`config.mk`:
```
export PLATFORM = sky130hd
export DESIGN_NAME = pc_gen_flat
export DESIGN_NICKNAME = d
export VERILOG_FILES = /design/src/rtl/pc_gen_pkg.sv /design/src/rtl/pc_gen_if.sv /design/src/rtl/pc_btb.sv /design/src/rtl/pc_gen.sv /design/src/flat_wrapper.sv
export SDC_FILE = /design/constraint.sdc
export NUM_CORES = 1
export LEC_CHECK = 0
export CAP_MARGIN = 20
export CORE_ASPECT_RATIO = 0.5
export CORE_MARGIN = 4
export CORE_UTILIZATION = 50
export CTS_CLUSTER_SIZE = 12
export DETAILED_ROUTE_END_ITERATION = 7
export GPL_TIMING_DRIVEN = 0
export PLACE_DENSITY = 0.79
export SETUP_SLACK_MARGIN = 0.4
export SKIP_CTS_REPAIR_TIMING = 1
export SLEW_MARGIN = 25
export SYNTH_ARGS = -nofsm -noshare
export SYNTH_HDL_FRONTEND = slang
export SYNTH_HIERARCHICAL = 1
export SYNTH_SLANG_ARGS = --single-unit
```
`constraint.sdc`:
```
create_clock -name clk -period 11.8 [get_ports clk]
set_clock_uncertainty 0.1 [all_clocks]
set_input_delay 2.36 -clock clk [delete_from_list [all_inputs] [get_ports clk]]
set_output_delay 2.36 -clock clk [all_outputs]
set_load 0.1 [all_outputs]
```
`src/rtl/pc_gen_pkg.sv`:
```
// pc_gen_pkg: shared encodings and BTB geometry helpers for the fetch-PC generator
package pc_gen_pkg;
  typedef enum logic [1:0] {
    KIND_BRANCH = 2'b00,
    KIND_JAL    = 2'b01,
    KIND_JALR   = 2'b10,
    KIND_RSVD   = 2'b11
  } kind_e;
  localparam int INSTR_BYTES = 4;
  function automatic int idx_w(input int entries);
    return $clog2(entries);
  endfunction
  function automatic int tag_w(input int bitsize, input int entries);
    return bitsize - $clog2(entries) - 2;
  endfunction
endpackage

```
`src/rtl/pc_gen_if.sv`:
```
// pc_gen_if: fetch/execute-side bundle of the fetch-PC generator
// master (pipeline): drives stall and resolve_*, receives fetch_*, pred_taken, redirect*, misalign
// slave (pc_gen): the opposite directions
interface pc_gen_if #(
  parameter int BITSIZE = 32
);
  logic               stall;
  logic [BITSIZE-1:0] fetch_pc;
  logic               fetch_valid;
  logic               pred_taken;
  logic               resolve_valid;
  logic [1:0]         resolve_kind;
  logic [BITSIZE-1:0] resolve_pc;
  logic [BITSIZE-1:0] resolve_imm;
  logic [BITSIZE-1:0] resolve_rs1;
  logic               resolve_taken;
  logic [BITSIZE-1:0] resolve_pred_next;
  logic               redirect;
  logic [BITSIZE-1:0] redirect_pc;
  logic               misalign;
  modport master (
    output stall, resolve_valid, resolve_kind, resolve_pc, resolve_imm, resolve_rs1,
           resolve_taken, resolve_pred_next,
    input  fetch_pc, fetch_valid, pred_taken, redirect, redirect_pc, misalign
  );
  modport slave (
    input  stall, resolve_valid, resolve_kind, resolve_pc, resolve_imm, resolve_rs1,
           resolve_taken, resolve_pred_next,
    output fetch_pc, fetch_valid, pred_taken, redirect, redirect_pc, misalign
  );
endinterface

```
`src/rtl/pc_btb.sv`:
```
// pc_btb: direct-mapped branch target buffer with combinational lookup and one write port
// clk, rst_n: clock and async active-low clear of valid bits
// lookup_word_i -> hit_o, target_o: lookup by word address (pc[BITSIZE-1:2])
// wr_set_i: install {tag, wr_target_i}; wr_inv_i: drop entry if its tag matches wr_word_i
module pc_btb
  import pc_gen_pkg::*;
#(
  parameter int BITSIZE = 32,
  parameter int ENTRIES = 8
) (
  input  logic               clk,
  input  logic               rst_n,
  input  logic [BITSIZE-3:0] lookup_word_i,
  output logic               hit_o,
  output logic [BITSIZE-1:0] target_o,
  input  logic               wr_set_i,
  input  logic               wr_inv_i,
  input  logic [BITSIZE-3:0] wr_word_i,
  input  logic [BITSIZE-1:0] wr_target_i
);
  localparam int IW = idx_w(ENTRIES);
  localparam int TW = tag_w(BITSIZE, ENTRIES);
  logic [ENTRIES-1:0] valid_q;
  logic [TW-1:0]      tag_q [ENTRIES];
  logic [BITSIZE-1:0] tgt_q [ENTRIES];
  logic [IW-1:0]      l_idx, w_idx;
  logic [TW-1:0]      l_tag, w_tag;
  assign l_idx    = lookup_word_i[IW-1:0];
  assign l_tag    = lookup_word_i[BITSIZE-3:IW];
  assign w_idx    = wr_word_i[IW-1:0];
  assign w_tag    = wr_word_i[BITSIZE-3:IW];
  assign hit_o    = valid_q[l_idx] && tag_q[l_idx] == l_tag;
  assign target_o = tgt_q[l_idx];
  always_ff @(posedge clk or negedge rst_n)
    if (!rst_n) valid_q <= '0;
    else if (wr_set_i) valid_q[w_idx] <= 1'b1;
    else if (wr_inv_i && tag_q[w_idx] == w_tag) valid_q[w_idx] <= 1'b0;
  // tags and targets are qualified by valid, so they carry no reset
  always_ff @(posedge clk)
    if (wr_set_i) begin
      tag_q[w_idx] <= w_tag;
      tgt_q[w_idx] <= wr_target_i;
    end
endmodule

```
`src/rtl/pc_gen.sv`:
```
// pc_gen: sequential fetch-PC generator with BTB prediction and mispredict redirect
// clk, rst_n: clock and async active-low reset
// pc_if (slave): stall/resolve_* in; fetch_pc, fetch_valid, pred_taken, redirect, redirect_pc, misalign out
module pc_gen
  import pc_gen_pkg::*;
#(
  parameter int                 BITSIZE      = 32,
  parameter logic [BITSIZE-1:0] RESET_VECTOR = '0,
  parameter int                 BTB_ENTRIES  = 8,
  parameter int                 IMM_SHIFT    = 0
) (
  input logic      clk,
  input logic      rst_n,
  pc_gen_if.slave  pc_if
);
  localparam logic [BITSIZE-1:0] STEP = BITSIZE'(INSTR_BYTES);
  kind_e              kind;
  logic [BITSIZE-1:0] br_tgt, jalr_sum, tgt, actual, btb_tgt;
  logic [BITSIZE-1:0] pc_q, pc_d, rpc_q, rpc_d;
  logic               taken, act, mis_al, good, mispred, hit;
  logic               fv_q, redirect_q, misalign_q;
  assign kind     = kind_e'(pc_if.resolve_kind);
  assign br_tgt   = pc_if.resolve_pc + (pc_if.resolve_imm << IMM_SHIFT);
  assign jalr_sum = pc_if.resolve_rs1 + pc_if.resolve_imm;
  assign tgt      = kind == KIND_JALR ? jalr_sum & ~BITSIZE'(1) : br_tgt;
  assign taken    = kind != KIND_BRANCH || pc_if.resolve_taken;
  assign actual   = taken ? tgt : pc_if.resolve_pc + STEP;
  assign act      = pc_if.resolve_valid && kind != KIND_RSVD;
  assign mis_al   = act && taken && |tgt[1:0];
  // misaligned targets are reported only; they neither redirect nor train
  assign good     = act && !mis_al;
  assign mispred  = good && actual != pc_if.resolve_pred_next;
  always_comb begin
    pc_d  = mispred ? actual
          : (pc_if.stall || !fv_q) ? pc_q
          : hit ? btb_tgt : pc_q + STEP;
    rpc_d = mispred ? actual : '0;
  end
  always_ff @(posedge clk or negedge rst_n)
    if (!rst_n) begin
      pc_q       <= RESET_VECTOR;
      fv_q       <= 1'b0;
      redirect_q <= 1'b0;
      rpc_q      <= '0;
      misalign_q <= 1'b0;
    end else begin
      pc_q       <= pc_d;
      fv_q       <= 1'b1;
      redirect_q <= mispred;
      rpc_q      <= rpc_d;
      misalign_q <= mis_al;
    end
  pc_btb #(.BITSIZE(BITSIZE), .ENTRIES(BTB_ENTRIES)) u_btb (
    .clk          (clk),
    .rst_n        (rst_n),
    .lookup_word_i(pc_q[BITSIZE-1:2]),
    .hit_o        (hit),
    .target_o     (btb_tgt),
    .wr_set_i     (good && taken),
    .wr_inv_i     (good && !taken),
    .wr_word_i    (pc_if.resolve_pc[BITSIZE-1:2]),
    .wr_target_i  (tgt)
  );
  assign pc_if.fetch_pc    = pc_q;
  assign pc_if.fetch_valid = fv_q;
  assign pc_if.pred_taken  = hit;
  assign pc_if.redirect    = redirect_q;
  assign pc_if.redirect_pc = rpc_q;
  assign pc_if.misalign    = misalign_q;
endmodule
```
`src/flat_wrapper.sv`:
```
// flat-port wrapper written by rule: the top's interface ports become plain ports
module pc_gen_flat import pc_gen_pkg::*;
#(
  parameter int                 BITSIZE      = 32,
  parameter logic [BITSIZE-1:0] RESET_VECTOR = '0,
  parameter int                 BTB_ENTRIES  = 8,
  parameter int                 IMM_SHIFT    = 0
)
  (clk, rst_n, pc_if_stall, pc_if_resolve_valid, pc_if_resolve_kind, pc_if_resolve_pc, pc_if_resolve_imm, pc_if_resolve_rs1, pc_if_resolve_taken, pc_if_resolve_pred_next, pc_if_fetch_pc, pc_if_fetch_valid, pc_if_pred_taken, pc_if_redirect, pc_if_redirect_pc, pc_if_misalign);
  pc_gen_if #(.BITSIZE(BITSIZE)) pc_if_i ();
  input logic clk;
  input logic rst_n;
  input wire logic [$bits(pc_if_i.stall)-1:0] pc_if_stall;
  input wire logic [$bits(pc_if_i.resolve_valid)-1:0] pc_if_resolve_valid;
  input wire logic [$bits(pc_if_i.resolve_kind)-1:0] pc_if_resolve_kind;
  input wire logic [$bits(pc_if_i.resolve_pc)-1:0] pc_if_resolve_pc;
  input wire logic [$bits(pc_if_i.resolve_imm)-1:0] pc_if_resolve_imm;
  input wire logic [$bits(pc_if_i.resolve_rs1)-1:0] pc_if_resolve_rs1;
  input wire logic [$bits(pc_if_i.resolve_taken)-1:0] pc_if_resolve_taken;
  input wire logic [$bits(pc_if_i.resolve_pred_next)-1:0] pc_if_resolve_pred_next;
  output wire logic [$bits(pc_if_i.fetch_pc)-1:0] pc_if_fetch_pc;
  output wire logic [$bits(pc_if_i.fetch_valid)-1:0] pc_if_fetch_valid;
  output wire logic [$bits(pc_if_i.pred_taken)-1:0] pc_if_pred_taken;
  output wire logic [$bits(pc_if_i.redirect)-1:0] pc_if_redirect;
  output wire logic [$bits(pc_if_i.redirect_pc)-1:0] pc_if_redirect_pc;
  output wire logic [$bits(pc_if_i.misalign)-1:0] pc_if_misalign;
  assign pc_if_i.stall = pc_if_stall;
  assign pc_if_i.resolve_valid = pc_if_resolve_valid;
  assign pc_if_i.resolve_kind = pc_if_resolve_kind;
  assign pc_if_i.resolve_pc = pc_if_resolve_pc;
  assign pc_if_i.resolve_imm = pc_if_resolve_imm;
  assign pc_if_i.resolve_rs1 = pc_if_resolve_rs1;
  assign pc_if_i.resolve_taken = pc_if_resolve_taken;
  assign pc_if_i.resolve_pred_next = pc_if_resolve_pred_next;
  assign pc_if_fetch_pc = pc_if_i.fetch_pc;
  assign pc_if_fetch_valid = pc_if_i.fetch_valid;
  assign pc_if_pred_taken = pc_if_i.pred_taken;
  assign pc_if_redirect = pc_if_i.redirect;
  assign pc_if_redirect_pc = pc_if_i.redirect_pc;
  assign pc_if_misalign = pc_if_i.misalign;
  pc_gen #(.BITSIZE(BITSIZE), .RESET_VECTOR(RESET_VECTOR), .BTB_ENTRIES(BTB_ENTRIES), .IMM_SHIFT(IMM_SHIFT)) u_core (.clk(clk), .rst_n(rst_n), .pc_if(pc_if_i));
endmodule
```
# --- Yosys cells after proc, flatten, opt, wreduce, memory -nomap -nowiden ---
# Memory sizes are Yosys's and may differ from the RTL's.
# Index checks and enable logic that the tools add are counted.
totals:
  in_bits: 135
  latchBits: 0
  output_inout_bits: 68
  ff_bits: 75
  romBits: 0
  elab_cells: 56
  memories: 2
  ram_bits: 472
mem_list:
  columns: ["name", "words", "word_bits", "read_ports", "rd_clocked_by_memory_dff", "write_ports", "line_no", "text"]
  rows:
  - ["u_core.u_btb.tgt_q", 8, 32, 1, 0, 1, "pc_btb.sv:25", "logic [BITSIZE-1:0] tgt_q [ENTRIES];"]
  - ["u_core.u_btb.tag_q", 8, 27, 2, 0, 1, "pc_btb.sv:24", "logic [TW-1:0] tag_q [ENTRIES];"]
classes:
  shifts: 0
  n_reduce_logical: 18
  eq_ne: 6
  n_lt_le_gt_ge: 3
  n_mul: 0
  muxes: 14
  div_mod_pow: 0
  n_addsub: 4
  n_bitwise: 3
ops:
  columns: ["op", "n"]
  rows:
  - ["32-bit two-way mux", 6]
  - ["32-bit by 3-bit adder with 32-bit output (second input constant)", 2]
  - ["32-bit adder", 2]
  - ["27-bit == test", 2]
  - ["32-bit inequality test", 1]
  - ["8-bit two-way mux", 2]
  - ["1-bit logical AND", 10]
  - ["8-bit AND", 1]
  - ["3-bit by 4-bit < comparator with 1-bit output (second input constant)", 2]
  - ["8-bit NOT", 1]
  - ["8-bit bitwise OR", 1]
  - ["1-bit two-way mux", 4]
  - ["2-bit nonzero test", 2]
  - ["1-bit binary-select mux with 3-bit select", 1]
  - ["1-bit demux with 3-bit select", 1]
  - ["3-bit by 1-bit greater-or-equal comparator with 1-bit output (second input constant)", 1]
  - ["1-bit zero test", 3]
  - ["2-bit == test (second input constant)", 1]
  - ["1-bit logical OR", 2]
  - ["2-bit by 1-bit inequality test with 1-bit output (second input constant)", 1]
  - ["2-bit inequality test (second input constant)", 1]
  - ["2-bit OR reduction", 1]

# --- Depth between registers and ports, before layout ---
# Gate-level depths: netlist of the first run.
logic_depth:
  depth_word: 10
  depth_mapped: 17
  mapped_depth_nobuf: 15

# --- Hierarchy ---
# Netlist of the first run, hierarchy kept.
by_module_without_submodules:
  columns: ["mod", "area_each_um2", "instances", "cells_per_inst", "seq_area_each_um2"]
  rows:
  - ["pc_btb", 20339.5, 1, 952, 14373.8]
  - ["pc_gen", 10070.9, 1, 1390, 1676.6]

# --- Least setup slack after synthesis of the first run ---
# Ideal clock, no wire load.
synth_timing:
  path_kind: "reg-to-output"
  from: "register u_core.pc_q[2] (netlist: u_core/pc_if.fetch_pc[2])"
  to: "output pc_if_pred_taken"
  arrival_ps: 5943
  path_slack_ps: 3397
  stages_incl_launch_ff: 9
  required_ps: 9340
  path_buffers: 2
  cell_sequence: "dfrtp_1 > buf_2 > buf_2 > mux4_2 > mux2i_1 > xnor2_1 > nor4_1 > nand3_1 > nor4_1"
synth_between:
  elab_chain_cells: 3
synth_lines:
  columns: ["element", "line_no", "text"]
  rows:
  - ["start, declared", "pc_gen.sv:19", "logic [BITSIZE-1:0] pc_q, pc_d, rpc_q, rpc_d;"]
  - ["start signal, assigned", "pc_gen.sv:47", "pc_q <= pc_d;"]
  - ["memory read 8 x 27 bit / 1-bit binary-select mux with 3-bit select (equally long branches)", null, null]
  - ["27-bit == test / 1-bit two-way mux (equally long branches)", "pc_btb.sv:32", "assign hit_o = valid_q[l_idx] && tag_q[l_idx] == l_tag;"]
  - ["1-bit logical AND *", "pc_btb.sv:32", null]
  - ["end, declared", "flat_wrapper.sv:23", "output wire logic [$bits(pc_if_i.pred_taken)-1:0] pc_if_pred_taken;"]
# Every way passes the cells marked *; elsewhere a longest branch is shown, timed or not. The select of a mux whose other input is x is not followed.

# --- Worst setup path after layout of the first run ---
layout_timing:
  from: "input pc_if_resolve_kind[1]"
  to: "memory u_core.u_btb.tgt_q[1][13], enable pin"
layout_between:
  elab_chain_cells: 9
layout_lines:
  columns: ["element", "line_no", "text"]
  rows:
  - ["start, declared", "flat_wrapper.sv:15", "input wire logic [$bits(pc_if_i.resolve_kind)-1:0] pc_if_resolve_kind;"]
  - ["2-bit == test", "pc_gen.sv:25", "assign tgt = kind == KIND_JALR ? jalr_sum & ~BITSIZE'(1) : br_tgt;"]
  - ["32-bit two-way mux", "pc_gen.sv:25", null]
  - ["net u_core.tgt[1]", "pc_gen.sv:18", "logic [BITSIZE-1:0] br_tgt, jalr_sum, tgt, actual, btb_tgt;"]
  - ["2-bit OR reduction", "pc_gen.sv:29", "assign mis_al = act && taken && |tgt[1:0];"]
  - ["1-bit logical AND", "pc_gen.sv:29", null]
  - ["1-bit zero test", "pc_gen.sv:31", "assign good = act && !mis_al;"]
  - ["1-bit logical AND", "pc_gen.sv:31", null]
  - ["1-bit logical AND", "pc_gen.sv:59", ".wr_set_i (good && taken),"]
  - ["1-bit two-way mux", "pc_btb.sv:40", "if (wr_set_i) begin"]
  - ["1-bit two-way mux (implied by the code)", "pc_btb.sv:42", "tgt_q[w_idx] <= wr_target_i;"]
  - ["end, declared", "pc_btb.sv:25", null]
# The timed path passes the listed nets, and every way through them passes these cells.

==> reports/metrics.csv, run 1 <==
stage;metric;value;unit
critical_path;kind of critical path;input port to flip-flop;
detailed_routing;DR WL/cell;31.3;um
place;hpwl dp;81100;um
cts;clk_lat worst skew;0.63;ns
detailed_routing;met3 WL;15800;um
logic_synthesis;largest cells by area after synthesis;edfxtp_1 (47%), mux4_2 (11%), dfrtp_1 (6.2%);
detailed_routing;Via density;6.81;
sta;Hold Vio Cnt, Final;0;
grt;initial antenna violation count;2;
place;I/O Buffers;201;
detailed_routing;1st-pass router iterations;8;
final_layout;Finished Cell Area;35900;um2
critical_path;crit end category;flip-flop;
detailed_routing;Detailed Route Iter0 Violations;3694;
detailed_routing;Detailed Route WL;109000;um
sta;hold slack;0.448;ns
final_layout;post-route insts no fill;3487;
floorplanning;die area;65100;um2
critical_path;CP max stage delay;0.91;ns
floorplanning;Core Region;59700;um2
sta;RSZ-0062 raised after global routing;no;
cts;TritonCTS clock tree;done;
critical_path;CP max stage cell;nor3_1;
cts;Clock Sinks;547;
grt;first-pass GRT wire length;157000;um
grt;GR Util All Layers;33.1;%
logic_synthesis;Yosys top cell by area;edfxtp_1;
sta;fin crit period;8.52;ns
detailed_routing;Top Metal Used;met4;
detailed_routing;drt drc;0;
sta;Final WS setup;3.28;ns
cts;clock transition at the registers of the reported paths;0.07;ns
sta;fin. max-slew vios;0;
logic_synthesis;sequential share of the synthesized area;52.8;%
floorplanning;chip width;357;um
pwr;Leak;12.5;nW
critical_path;reg2reg start;u_core/pc_if.fetch_pc[3]$_DFFE_PN0P_;
sta;period utilization;72.2;%
detailed_routing;Vias;23746;
critical_path;Critical R2R Capture;u_core/pc_if.fetch_pc[7]$_DFFE_PN0P_;
cts;root buffer cell;clkbuf_16;
logic_synthesis;ys async rst share;13.7;%
logic_synthesis;EDFF count, synth;472;
floorplanning;I/O pins;203;
critical_path;Worst Path Max Fanout;18;
critical_path;CP Launch Point;pc_if_resolve_kind[1];
critical_path;Startpoint Class;input port;
floorplanning;row count;63;
final_layout;fin nets;2828;
detailed_routing;Routed Antenna Nets;0;
min_path;HP Class;flip-flop to flip-flop;
place;Placed Cells;3386;
pwr;maximum vdd drop;111;uV
logic_synthesis;Synth Flop Type;edfxtp_1;
logic_synthesis;Mapped Area;30400;um2
logic_synthesis;Synth top area share;46.6;%
critical_path;Critical Path RT;12.00;ns
sta;Max Clk Rate;117;MHz
critical_path;r2r setup slk;5.71;ns
logic_synthesis;Yosys cell types;96;
final_layout;share of post-route cells with drive strength above 1;14.8;%
critical_path;critical path arrival;8.72;ns
critical_path;worst path cell trace;clkdlybuf4s50_1, nor2b_1, buf_2, buf_2, clkbuf_1, buf_1, mux2i_4, nor3_1, nand2_1, nor2_4, buf_16, buf_12, buf_16;
logic_synthesis;syn_area_per_cell;13.0;um2
logic_synthesis;Syn. warnings;6;
detailed_routing;Met1 Routed Length;41400;um
cts;CTS Buffer Depth;3;
detailed_routing;DR WL met2;47300;um
place;Placed Area;34300;um2
min_path;hold path cells;2;
final_layout;synthesis-to-finish area growth;18.0;%
place;DP Worst Slack;3.09;ns
floorplanning;Initial Utilization;51.0;%
sta;setup violators final;0;
place;Placer Congestion;0.997;
grt;vias in the first global route;22598;
floorplanning;Die Height;182;um
sta;worst rel slew slack;15.8;%
logic_synthesis;Cells after Synth;2342;
outcome;outcome;complete, no violations;
pwr;pwr dens;173;nW/um2
logic_synthesis;Synth Net Count;2542;
grt;global route overflow;0;
logic_synthesis;Synth Register Bits;547;
flow_run;max cap viols;0;
cts;CTS H-Tree Depth;2;
critical_path;R2R depth;13;
grt;largest net degree at the start of global routing;50;
cts;total CTS buffers;52;
sta;worst slew pin tran;1.26;ns
[per-stage QoR]
step	total power, W	TNS (ns)	util [%]
finish	0.00622	0	60.1
global route	0.00640	0	60.1
CTS	0.00615	0	60.0
detailed placement	0.00460	0	57.4
global placement	0.00455	-525.59	56.0
floorplan	0.00379	0	-
[cell usage after synthesis, drive strengths merged (19+ instances only)]
cell type  number
a31oi          19
mux2i         133
inv            36
mux4          155
edfxtp        472
nand3          45
o22ai          21
a22oi          27
clkbuf         68
a21oi         135
a21o           21
nand2         155
ha             63
nor2          150
and3           37
o21a           24
nor4           26
xor2           53
nand4          48
o21ai         114
mux2           40
buf            62
nor3           35
dfrtp          75
xnor2          74
[kinds of logic (layout without fill, tap and decap cells)]
group           Yosys count  in the layout  share of synthesized area, %
simple gates            614            614                          10.4
flops                   547            547                          52.8
compound gates          494            494                          10.6
mux                     328            328                          17.3
buf+inv                 166            495                          2.56
xor+xnor                127            127                          3.66
fa+ha+maj                65             65                          2.72
other cells               1              5                        0.0123
[worst max-delay path by stage]
stage	endpoint	cells past startpoint
after CTS	pc_if_pred_taken	9
after global placement	u_core/u_btb/tgt_q[0][23]$_DFFE_PP_	10
after global routing	pc_if_pred_taken	9
after floorplan	pc_if_pred_taken	8
after detailed placement	u_core/u_btb/tgt_q[6][27]$_DFFE_PP_	14
final	u_core/u_btb/tgt_q[1][13]$_DFFE_PP_	13
[final cells by class]
class,instances,area (um2)
clock buffer,92,1470
inverter,36,135
sequential,547,16100
clock inverter,5,78.8
timing repair buffer,232,2760
buffer,130,646
antenna,4,10.0
multi-input combinational,1629,13700
tap,812,1020
fill,4490,23800
[sequential cells by signal, summed over array words and instances, names as in the netlist, named ones only]
signal                    flops
u_core/pc_if.fetch_pc        32
u_core/pc_if.fetch_valid      1
u_core/pc_if.misalign         1
u_core/pc_if.redirect         1
u_core/pc_if.redirect_pc     32
u_core/u_btb/tag_q          216
u_core/u_btb/tgt_q          256
[metal layers]
metal / vias to the layer above / global-route usage [%]
li1: 9852 / -
met2: 1787 / 49.2
met3: 290 / 11.3
met5: - / 0
met1: 11817 / 45.7
met4: 0 / 11.8
[critical path, delay by kind of cell]
kind / cells / cell delay, ns
buffers and inverters: 8 / 3.41
muxes: 1 / 0.35
and+or+nand+nor: 4 / 2.54
[cells in the final DEF (no fill, tap or decap), types with 17 or more instances in the layout]
| cell type | n |
|---|---|
| a21o_1 | 21 |
| a21oi_1 | 129 |
| a22oi_1 | 27 |
| a31oi_1 | 19 |
| and2_1 | 17 |
| and3_1 | 37 |
| buf_16 | 23 |
| buf_2 | 32 |
| clkbuf_1 | 103 |
| clkbuf_16 | 52 |
| clkdlybuf4s50_1 | 200 |
| dfrtp_1 | 75 |
| edfxtp_1 | 472 |
| ha_1 | 63 |
| inv_1 | 35 |
| mux2_2 | 40 |
| mux2i_1 | 130 |
| mux4_2 | 155 |
| nand2_1 | 155 |
| nand2b_1 | 17 |
| nand3_1 | 44 |
| nand4_1 | 46 |
| nor2_1 | 141 |
| nor3_1 | 33 |
| nor4_1 | 21 |
| o21a_1 | 24 |
| o21ai_0 | 88 |
| o21ai_1 | 21 |
| o22ai_1 | 20 |
| xnor2_1 | 74 |
| xor2_1 | 53 |
[power breakdown]
part	internal, W	leakage [nW]	switching, W
combinational	0.000772	6.61	0.00152
clock	0.000847	0.737	0.000722
sequential	0.00223	5.14	0.000122
total	0.00385	12.5	0.00237
(Power assumes the default switching activity.)
==> run 2: changes to the inputs <==
==> constraint.sdc (replaced) <==
create_clock -name clk -period 8 [get_ports clk]
set_clock_uncertainty 0.1 [all_clocks]
set_input_delay 1.6 -clock clk [delete_from_list [all_inputs] [get_ports clk]]
set_output_delay 1.6 -clock clk [all_outputs]
set_load 0.1 [all_outputs]
==> reports/metrics.csv, run 2 (same netlist as run 1, synthesis figures left out) <==
stage;metric;value;unit
outcome;outcome;complete, no violations;
cts;CTS H-Tree Depth;2;
pwr;maximum vdd drop;211;uV
detailed_routing;Via density;6.78;
min_path;HP Class;flip-flop to flip-flop;
critical_path;critical path arrival;7.51;ns
final_layout;share of post-route cells with drive strength above 1;14.9;%
pwr;Internal;0.00572;W
sta;Final WS setup;0.683;ns
sta;setup violators final;0;
flow_run;max cap viols;0;
final_layout;most common cell after layout, fill and taps aside;edfxtp_1;
critical_path;Startpoint Class;input port;
floorplanning;row count;63;
critical_path;CP Launch Point;pc_if_resolve_kind[1];
critical_path;kind of critical path;input port to flip-flop;
final_layout;Most flops, register;u_core/u_btb/tgt_q;
place;I/O Buffers;201;
critical_path;critical path endpoint;u_core/u_btb/tgt_q[6][13]$_DFFE_PP_;
grt;initial antenna violation count;4;
critical_path;r2r setup slk;2.05;ns
critical_path;Worst Path Max Fanout;18;
sta;period utilization;91.5;%
detailed_routing;DR WL/cell;30.6;um
floorplanning;I/O pins;203;
sta;fin. max-slew vios;0;
place;Placer Congestion;0.999;
critical_path;reg2reg start;u_core/pc_if.fetch_pc[3]$_DFFE_PN0P_;
place;hpwl dp;80000;um
pwr;switching power;0.00348;W
place;Placed Area;34200;um2
floorplanning;die area;65100;um2
cts;clock transition at the registers of the reported paths;0.06;ns
detailed_routing;Routed Antenna Nets;0;
final_layout;fin nets;2828;
critical_path;Critical R2R Capture;u_core/pc_if.fetch_pc[15]$_DFFE_PN0P_;
floorplanning;chip width;357;um
final_layout;Largest register FFs;256;
cts;root buffer cell;clkbuf_16;
cts;CTS Buffer Depth;3;
floorplanning;Initial Utilization;51.0;%
pwr;Seq pwr share;37.8;%
cts;TritonCTS clock tree;done;
detailed_routing;Detailed Route WL;107000;um
pwr;Clk pwr share;25.4;%
final_layout;synthesis-to-finish area growth;17.9;%
grt;GR Util All Layers;32.4;%
detailed_routing;drt drc;0;
final_layout;Finished Cell Area;35900;um2
place;DP Worst Slack;0.390;ns
detailed_routing;Vias;23644;
critical_path;R2R depth;15;
sta;fin crit period;7.32;ns
final_layout;biggest regs;u_core/u_btb/tgt_q x256, u_core/u_btb/tag_q x216;
final_layout;fin util;60.1;%
pwr;Switching Share;37.8;%
cts;clk_lat worst skew;0.61;ns
grt;first-pass GRT wire length;154000;um
cts;total CTS buffers;53;
critical_path;crit end category;flip-flop;
sta;Hold Vio Cnt, Final;0;
pwr;pwr dens;257;nW/um2
grt;largest net degree at the start of global routing;57;
sta;worst rel slew slack;26.0;%
final_layout;most frequent cells in the layout;edfxtp_1 (472), clkdlybuf4s50_1 (199), nand2_1 (155), mux4_2 (155), nor2_1 (141);
floorplanning;Die Height;182;um
floorplanning;Core Region;59700;um2
sta;worst slew pin tran;1.08;ns
grt;global route overflow;0;
grt;vias in the first global route;22636;
sta;RSZ-0062 raised after global routing;no;
detailed_routing;Detailed Route Iter0 Violations;3742;
sta;hold slack;0.445;ns
pwr;Leak;12.5;nW
pwr;Gate power share;36.8;%
critical_path;Critical Path RT;8.19;ns
sta;Max Clk Rate;137;MHz
cts;Clock Sinks;547;
detailed_routing;1st-pass router iterations;6;
==> run 2: worst min path at each step <==
| stage | startpoint | to | depth (start not counted) |
|---|---|---|---|
| after floorplan | flip-flop | flip-flop | 2 |
| after global placement | flip-flop | flip-flop | 2 |
| after detailed placement | flip-flop | flip-flop | 2 |
| after CTS | flip-flop | flip-flop | 2 |
| after global routing | flip-flop | flip-flop | 2 |
| final | flip-flop | flip-flop | 2 |
==> run 2: power groups by stage <==
stage / combinational [W] / sequential, W / clock, W
final: 0.00339 / 0.00347 / 0.00234
after global routing: 0.00349 / 0.00348 / 0.00249
after CTS: 0.00328 / 0.00347 / 0.00235
after detailed placement: 0.00325 / 0.00353 / 0
after global placement: 0.00317 / 0.00353 / 0
after floorplan: 0.00159 / 0.00400 / 0
==> run 2: layout make-up <==
cell class / instances / area, um2
diodes: 3 / 7.51
plain buffers: 130 / 646
clock buffers: 93 / 1520
clock inverters: 7 / 77.6
fillers: 4541 / 23800
inverters: 36 / 135
multi-input cells: 1629 / 13700
flip-flops and latches: 547 / 16100
well taps: 812 / 1020
repair buffers: 231 / 2710
==> run 2: through the flow <==
| step | power (W) | setup TNS, ns | std cells |
|---|---|---|---|
| floorplan | 0.00559 | 0 | 2342 |
| global placement | 0.00670 | -1883.51 | 3355 |
| detailed placement | 0.00678 | 0 | 3385 |
| CTS | 0.00910 | 0 | 3485 |
| global route | 0.00947 | 0 | 3486 |
| finish | 0.00920 | 0 | 3488 |
==> run 2: worst max-delay path, stage by stage <==
cell	delay [ns]
clkdlybuf4s50_1	0.66
nor2b_1	0.35
buf_2	0.35
buf_2	0.37
clkbuf_1	0.69
buf_1	0.66
mux2i_2	0.42
nor3_1	0.75
nand2_1	0.42
nor2_4	0.73
buf_16	0.26
buf_16	0.19
==> run 2: per-layer routing <==
| metal | vias up | global-route usage (%) | share of wire, % |
|---|---|---|---|
| met2 | 1835 | 48.4 | 44 |
| met1 | 11660 | 45.1 | 37 |
| met3 | 283 | 9.78 | 15 |
| li1 | 9864 | - | - |
| met4 | 2 | 11.8 | 4.2 |
| met5 | - | 0.296 | 0.010 |
